==> config.mk <==
export PLATFORM = sky130hd
export DESIGN_NAME = xor_puf_batch_scheduler
export DESIGN_NICKNAME = d
export VERILOG_FILES = /design/src/rtl/xor_puf_batch_scheduler.sv
export SDC_FILE = /design/constraint.sdc
export NUM_CORES = 1
export LEC_CHECK = 0
export CAP_MARGIN = 20
export CORE_MARGIN = 3
export CORE_UTILIZATION = 50
export DETAILED_ROUTE_END_ITERATION = 16
export MAX_ROUTING_LAYER = met4
export PLACE_DENSITY = 0.78
export SETUP_SLACK_MARGIN = 0.3
export SLEW_MARGIN = 30
export SYNTH_ARGS = -nofsm -noshare
export SYNTH_HDL_FRONTEND = slang
export SYNTH_SLANG_ARGS = --single-unit
==> constraint.sdc <==
create_clock -name i_clk -period 8.6 [get_ports i_clk]
set_input_delay 2.58 -clock i_clk [delete_from_list [all_inputs] [get_ports i_clk]]
set_output_delay 2.58 -clock i_clk [all_outputs]
set_load 0.03 [all_outputs]
==> src/rtl/xor_puf_batch_scheduler.sv <==
// Batch sequencer for the XOR PUF array: runs a trigger-started series of evaluations,
// keeps the run-0 response and accumulates a per-bit stability mask across runs.
module xor_puf_batch_scheduler #(
  parameter int         WIDTH      = 128,
  parameter logic [7:0] TRIG_CODE  = 8'd3,
  parameter int         GAP_CYCLES = 4
) (
  input  logic             i_clk,
  input  logic             i_rst_n,
  input  logic [7:0]       i_code,
  input  logic [15:0]      i_cnt_val,
  input  logic [7:0]       i_num_runs,
  input  logic [WIDTH-1:0] i_puf_out,
  output logic             o_reset_xor,
  output logic             o_i1_xor,
  output logic             o_i2_xor,
  output logic             o_busy,
  output logic             o_done,
  output logic [7:0]       o_run_cnt,
  output logic [WIDTH-1:0] o_puf_resp,
  output logic [WIDTH-1:0] o_stable_mask,
  output logic [7:0]       o_unstable_cnt
);

  typedef enum logic [2:0] {
    S_IDLE    = 3'd0,
    S_LATCH   = 3'd1,
    S_ARM     = 3'd2,
    S_EVAL    = 3'd3,
    S_CAPTURE = 3'd4,
    S_GAP     = 3'd5,
    S_DONE    = 3'd6
  } state_t;

  localparam logic [15:0] GAP_LAST = 16'(GAP_CYCLES);

  state_t           r_state;
  state_t           w_state_next;
  logic [15:0]      r_cnt_lim;
  logic [7:0]       r_runs_lim;
  logic [15:0]      r_cyc;
  logic [7:0]       r_run_cnt;
  logic [WIDTH-1:0] r_puf_resp;
  logic [WIDTH-1:0] r_mask;
  logic             r_reset_xor;
  logic             r_i1_xor;
  logic             r_i2_xor;
  logic             r_busy;
  logic             r_done;
  logic [7:0]       r_unstable_cnt;
  logic             w_trig;
  logic [7:0]       w_run_cnt_inc;

  function automatic logic [7:0] f_zero_count(input logic [WIDTH-1:0] v);
    logic [7:0] cnt;
    cnt = 8'd0;
    for (int i = 0; i < WIDTH; i++) begin
      cnt = cnt + {7'd0, ~v[i]};
    end
    return cnt;
  endfunction

  assign w_trig        = (i_code == TRIG_CODE);
  assign w_run_cnt_inc = r_run_cnt + 8'd1;

  // State register
  always_ff @(posedge i_clk or negedge i_rst_n) begin
    if (!i_rst_n) begin
      r_state <= S_IDLE;
    end else begin
      r_state <= w_state_next;
    end
  end

  // Next-state decode; DONE is held while the trigger opcode persists so one hold = one batch
  always_comb begin
    w_state_next = r_state;
    case (r_state)
      S_IDLE:    if (w_trig) w_state_next = S_LATCH; else w_state_next = S_IDLE;
      S_LATCH:   w_state_next = S_ARM;
      S_ARM:     w_state_next = S_EVAL;
      S_EVAL:    if (r_cyc == r_cnt_lim) w_state_next = S_CAPTURE; else w_state_next = S_EVAL;
      S_CAPTURE: if (w_run_cnt_inc == r_runs_lim) w_state_next = S_DONE; else w_state_next = S_GAP;
      S_GAP:     if (r_cyc == GAP_LAST) w_state_next = S_ARM; else w_state_next = S_GAP;
      S_DONE:    if (w_trig) w_state_next = S_DONE; else w_state_next = S_IDLE;
      default:   w_state_next = S_IDLE;
    endcase
  end

  // Batch limits, phase counter and result accumulation
  always_ff @(posedge i_clk or negedge i_rst_n) begin
    if (!i_rst_n) begin
      r_cnt_lim  <= 16'd1;
      r_runs_lim <= 8'd1;
      r_cyc      <= 16'd0;
      r_run_cnt  <= 8'd0;
      r_puf_resp <= '0;
      r_mask     <= '1;
    end else begin
      case (r_state)
        S_LATCH: begin
          r_cnt_lim  <= (i_cnt_val == 16'd0) ? 16'd1 : i_cnt_val;
          r_runs_lim <= (i_num_runs == 8'd0) ? 8'd1 : i_num_runs;
          r_run_cnt  <= 8'd0;
          r_mask     <= '1;
        end
        S_ARM:  r_cyc <= 16'd1;
        S_EVAL: r_cyc <= r_cyc + 16'd1;
        S_CAPTURE: begin
          r_cyc     <= 16'd1;
          r_run_cnt <= w_run_cnt_inc;
          if (r_run_cnt == 8'd0) begin
            r_puf_resp <= i_puf_out;
          end else begin
            r_mask <= r_mask & ~(i_puf_out ^ r_puf_resp);
          end
        end
        S_GAP:   r_cyc <= r_cyc + 16'd1;
        default: r_cyc <= r_cyc;
      endcase
    end
  end

  // Registered output decode of the current state
  always_ff @(posedge i_clk or negedge i_rst_n) begin
    if (!i_rst_n) begin
      r_reset_xor    <= 1'b0;
      r_i1_xor       <= 1'b0;
      r_i2_xor       <= 1'b0;
      r_busy         <= 1'b0;
      r_done         <= 1'b0;
      r_unstable_cnt <= 8'd0;
    end else begin
      r_reset_xor <= (r_state == S_ARM) || (r_state == S_EVAL) || (r_state == S_CAPTURE);
      r_i1_xor    <= (r_state == S_EVAL) || (r_state == S_CAPTURE);
      r_i2_xor    <= (r_state == S_EVAL) || (r_state == S_CAPTURE);
      r_busy      <= (r_state == S_LATCH) || (r_state == S_ARM) || (r_state == S_EVAL) ||
                     (r_state == S_CAPTURE) || (r_state == S_GAP);
      r_done      <= (r_state == S_DONE);
      if (r_state == S_DONE) begin
        r_unstable_cnt <= f_zero_count(r_mask);
      end else begin
        r_unstable_cnt <= r_unstable_cnt;
      end
    end
  end

  assign o_reset_xor    = r_reset_xor;
  assign o_i1_xor       = r_i1_xor;
  assign o_i2_xor       = r_i2_xor;
  assign o_busy         = r_busy;
  assign o_done         = r_done;
  assign o_run_cnt      = r_run_cnt;
  assign o_puf_resp     = r_puf_resp;
  assign o_stable_mask  = r_mask;
  assign o_unstable_cnt = r_unstable_cnt;

endmodule

==> results <==
- The worst-case IR drop observed on VDD is 0.000171 V.
- After the flow finishes, the layout carries non-filler instances totaling around 2,400.
- The die is 194 um wide.
- The final critical-path setup slack is 1460 ps.
- Synthesis produced a netlist whose cell count is around 1,500.
- For this design the top-level I/O count stands at 439.
- The pre-antenna-repair detailed-routing pass consisted of 5 iterations.
- Among all stages on the critical path, the largest delay is contributed by sky130_fd_sc_hd__dfstp_2.
- The synthesized design contains 0 enable-type register cells.
- The worst setup path is launched from a flop.
- The global-route wire length before repair is 76,500 um.
- The average wire length per cell after detail routing is slightly above 20 um.
- Counting stages on the worst path, the most repeated cell is sky130_fd_sc_hd__fa_1.
- By startpoint and endpoint, the worst setup path is classified as flop to flop.
- The repair_antennas step left the layout with diodes totalling 0.
- Setup violations remaining at the end of the flow were counted as 0.
- Max-cap violations in this run came to 0.
- At the placement stage, the worst setup path has a slack of 1460 ps.
- The number of synthesis warnings is 0.
- The largest total area in the synthesized netlist belongs to sky130_fd_sc_hd__dfrtp_1.
- The cell at the root of the clock tree is sky130_fd_sc_hd__clkbuf_16.
- The critical path goes through inv_1, fa_1, fa_1, inv_1, fa_1, fa_1, inv_1, fa_1, fa_1, fa_1, fa_1, inv_1, fa_1, fa_1, inv_1, ha_1, fa_1, a21oi_1, o21bai_1, a21oi_1, or4_1, nand3_1.
- For this run, the top clock speed supported by timing is 140 MHz.
- The weighted congestion reported at the end of routability-driven placement is 0.819.
- The worst clock skew is 11.2 ps.
- The largest buffer count on any clock path is 3.
- The sort of element at the end of the critical path is a flop.
- After synthesis, the largest area contributor takes up 26.7% of total cell area.
- The number of cells upsized or downsized after cts is 0.
- On the worst path, the slowest cell contributes a delay of 540 ps.
- Dividing the detail-routed via count by the number of cells gives 5.18.
- After floorplanning, the core was divided into 68 placement rows.
- Global routing used 26.5% of the available tracks across all layers.
- Counting tap cells, the placed design contains a total of between 2,000 and 2,500 instances.
- The number of distinct library cells after synthesis is 54.
- Entering global routing, the biggest net connects about 180 pins.
- The worst path uses 83.1% of the clock period.
- The largest fanout on the critical path is 3.
- Global routing used 33.3% of the available met1 tracks.
- Among all flip-flop cells after synthesis, the most frequent one is sky130_fd_sc_hd__dfrtp_1.
- The run finished with clean final reports.
- The total power of the final layout is 4.03 mW.
- The floorplan step set the die height to 194 um.
- The clock reaches the later pin of the worst-skew pair after around 510 ps.
- Summing over every cut layer, the via total after detailed routing is 12,235.
- The layout filler cell count is about 2,600.
- The die covers 37,700 sq um.
- Cells fill approximately two thirds of the core in the end.
- Clock-pin slew was measured on the worst setup and hold paths at 70 ps.
- Buffers inserted to repair hold after CTS numbered 0.
- Setup repair after global routing left no endpoint under its margin.
- The leakage power total is 10.8 nW.
- For the pin with the worst max-slew slack, the measured transition is 974 ps.
- The synthesized net count is 1,758.
- The total overflow left after global routing is 0.
- In this run the remaining antenna-violating nets after routing total 0.
- The global routing's busiest layer is met2.
- The placeable core region is 34,700 sq um.
- Yosys attributes the largest share of cell area to sky130_fd_sc_hd__dfrtp_1 (27%), sky130_fd_sc_hd__dfstp_2 (19%), sky130_fd_sc_hd__fa_1 (13%).
- The final-report hold violation count is 0.
- After the last flow step, the layout net total stands at 2,187.
- The CTS tree is built.
- The met2 usage in global routing is between 40% and 50%.
- The detailed router finished its first iteration with 485 violations.
- For this run, asynchronously set or reset flops after synthesis account for 100%.
- The normalized max-slew margin is about a third.
- For this configuration, the core starts out at a cell density of 50.9%.
- In this run the number of H-tree levels came out at 2.
- The layout-stage area growth over the synthesis result is 33.0%.
- The critical path required time is 8990 ps.
- The count of input and output buffers is 438.
- Sequential elements use 46.1% of the synthesized area.
- The mapped cell area is 17,700 sq um.
- Detailed placement ended at an HPWL of 37,200 um.
- For flop-to-flop paths, the worst setup slack is 1460 ps.
- Once the clock tree was built, the setup fixing pass inserted 0 buffers.
- After layout, the minimum clock period comes to 7140 ps.
- The wire length reported by the detailed router is approximately 49,000 um.
- The initial antenna violation count is 0.
- Of the cells placed in the final design, the portion with a size suffix greater than 1 is 18.5%.
- The power density over the cells is approximately 170 nW/um^2.
- Setup total negative slack on the finished layout was measured at 0 ps.
- The number of pins with negative max-slew slack in the final report is 0.
- The type of the most critical hold path is flop to flop.
- Counting every sink on the clock net gives 319.
- The total CTS buffers is 36.
- Data arrives at the worst endpoint at 7530 ps.
- The met3 layer usage reported by global route is between 6 and 7%.
- The number of global-route vias before repair is 13,092.
- The average cell area after synthesis is 12.2 sq um.
- The total DRC errors in the routed layout is 0.
- The number of storage elements in the synthesis netlist is 319.
[per-layer routing]
layer  vias to the layer above  share of wire (%)  wire, um
met3                        82                6.8      3330
li1                       5532                  -         -
met1                      6222                 41     20100
met2                       399                 49     24000
met4                         0                2.9      1440
met5                         -                  0         0
[final timing paths]
path                                        start                 to  cells after the start
worst max-delay path            o_stable_mask[77]  o_unstable_cnt[6]                     22
worst min-delay path            o_unstable_cnt[0]  o_unstable_cnt[0]                      2
worst max register to register  o_stable_mask[77]  o_unstable_cnt[6]                     22
worst min register to register  o_unstable_cnt[0]  o_unstable_cnt[0]                      2
max in group asynchronous                 i_rst_n     o_puf_resp[39]                      3
min in group asynchronous                 i_rst_n       r_cnt_lim[7]                      1
[synth_stat cells (all sizes together), types with 3 or more instances]
master	instances
a21oi	11
and3	5
buf	22
clkbuf	33
dfrtp	189
dfstp	130
fa	115
ha	30
inv	174
mux2	150
nand2	163
nand2b	6
nand3	10
nand4	6
nor2	25
nor3	5
nor3b	4
nor4	13
o21ai	154
o21bai	3
o31ai	4
or4	3
xnor2	145
xor2	25
[flip-flops by register name, summed over array words and instances, names as in the netlist]
register / flops
r_runs_lim: 8
o_done: 1
o_busy: 1
r_cnt_lim: 16
o_run_cnt: 8
o_unstable_cnt: 8
r_state: 3
o_reset_xor: 1
r_cyc: 16
o_stable_mask: 128
o_puf_resp: 128
o_i2_xor: 1
[cell families after synthesis]
family	synth area share, %
AO/OA/AOI/OAI	5.66
XOR/XNOR	8.42
adder cells (fa/ha/maj)	15.1
buffers and inverters	6.19
flip-flops	46.1
multiplexers	12.1
AND/OR/NAND/NOR	6.43
[cells in the final DEF, fill, tap and decap left out, types with 3 or more instances in the layout]
| master | netlist | final |
|---|---|---|
| sky130_fd_sc_hd__clkdlybuf4s50_1 | 0 | 437 |
| sky130_fd_sc_hd__nand4_1 | 6 | 6 |
| sky130_fd_sc_hd__dfrtp_1 | 189 | 189 |
| sky130_fd_sc_hd__clkbuf_16 | 0 | 37 |
| sky130_fd_sc_hd__nand2_1 | 162 | 162 |
| sky130_fd_sc_hd__mux2_2 | 30 | 30 |
| sky130_fd_sc_hd__o21ai_0 | 154 | 154 |
| sky130_fd_sc_hd__nor3b_1 | 4 | 4 |
| sky130_fd_sc_hd__o21bai_1 | 3 | 3 |
| sky130_fd_sc_hd__nand3_1 | 10 | 10 |
| sky130_fd_sc_hd__ha_1 | 30 | 30 |
| sky130_fd_sc_hd__mux2_4 | 120 | 120 |
| sky130_fd_sc_hd__buf_4 | 2 | 3 |
| sky130_fd_sc_hd__nand2b_1 | 5 | 4 |
| sky130_fd_sc_hd__a21oi_1 | 11 | 11 |
| sky130_fd_sc_hd__and3_1 | 5 | 5 |
| sky130_fd_sc_hd__xnor2_1 | 145 | 145 |
| sky130_fd_sc_hd__clkbuf_1 | 21 | 11 |
| sky130_fd_sc_hd__o31ai_1 | 4 | 4 |
| sky130_fd_sc_hd__or4_1 | 3 | 3 |
| sky130_fd_sc_hd__nor3_1 | 4 | 4 |
| sky130_fd_sc_hd__nor2_1 | 25 | 25 |
| sky130_fd_sc_hd__fa_1 | 115 | 115 |
| sky130_fd_sc_hd__xor2_1 | 25 | 25 |
| sky130_fd_sc_hd__inv_1 | 174 | 174 |
| sky130_fd_sc_hd__dfstp_2 | 130 | 130 |
| sky130_fd_sc_hd__clkbuf_8 | 0 | 8 |
| sky130_fd_sc_hd__nor4_1 | 12 | 12 |
[metrics by stage]
| stage | cell area, sq um | hold WS, ps |
|---|---|---|
| finish | 23500 | 480 |
| global route | 23500 | 511 |
| CTS | 23500 | 481 |
| detailed placement | 22300 | 467 |
| global placement | 22300 | 468 |
| floorplan | 17700 | 465 |
[power breakdown]
part	internal, mW	switching (mW)	leakage [nW]
Clock	0.921	0.606	0.572
Combinational	0.371	0.402	6.57
Sequential	1.62	0.110	3.64
[worst max-delay path, delay by kind of cell, from the launching register on]
family / cells / cell delay [ps]
compound gates: 3 / 460
fa+ha+maj: 12 / 5540
buf+inv: 5 / 250
simple gates: 2 / 210
flops: 1 / 540
[layout make-up]
cell class / count / area, sq um / area share (%)
multi-input cells: 903 / 8470 / 36.0
well taps: 455 / 569 / 2.42
clock buffers: 56 / 1080 / 4.58
inverters: 174 / 653 / 2.78
flip-flops and latches: 319 / 8150 / 34.6
repair buffers: 446 / 4520 / 19.2
clock inverters: 7 / 95.1 / 0.404
Note: power is estimated with default switching activity, not from simulation.
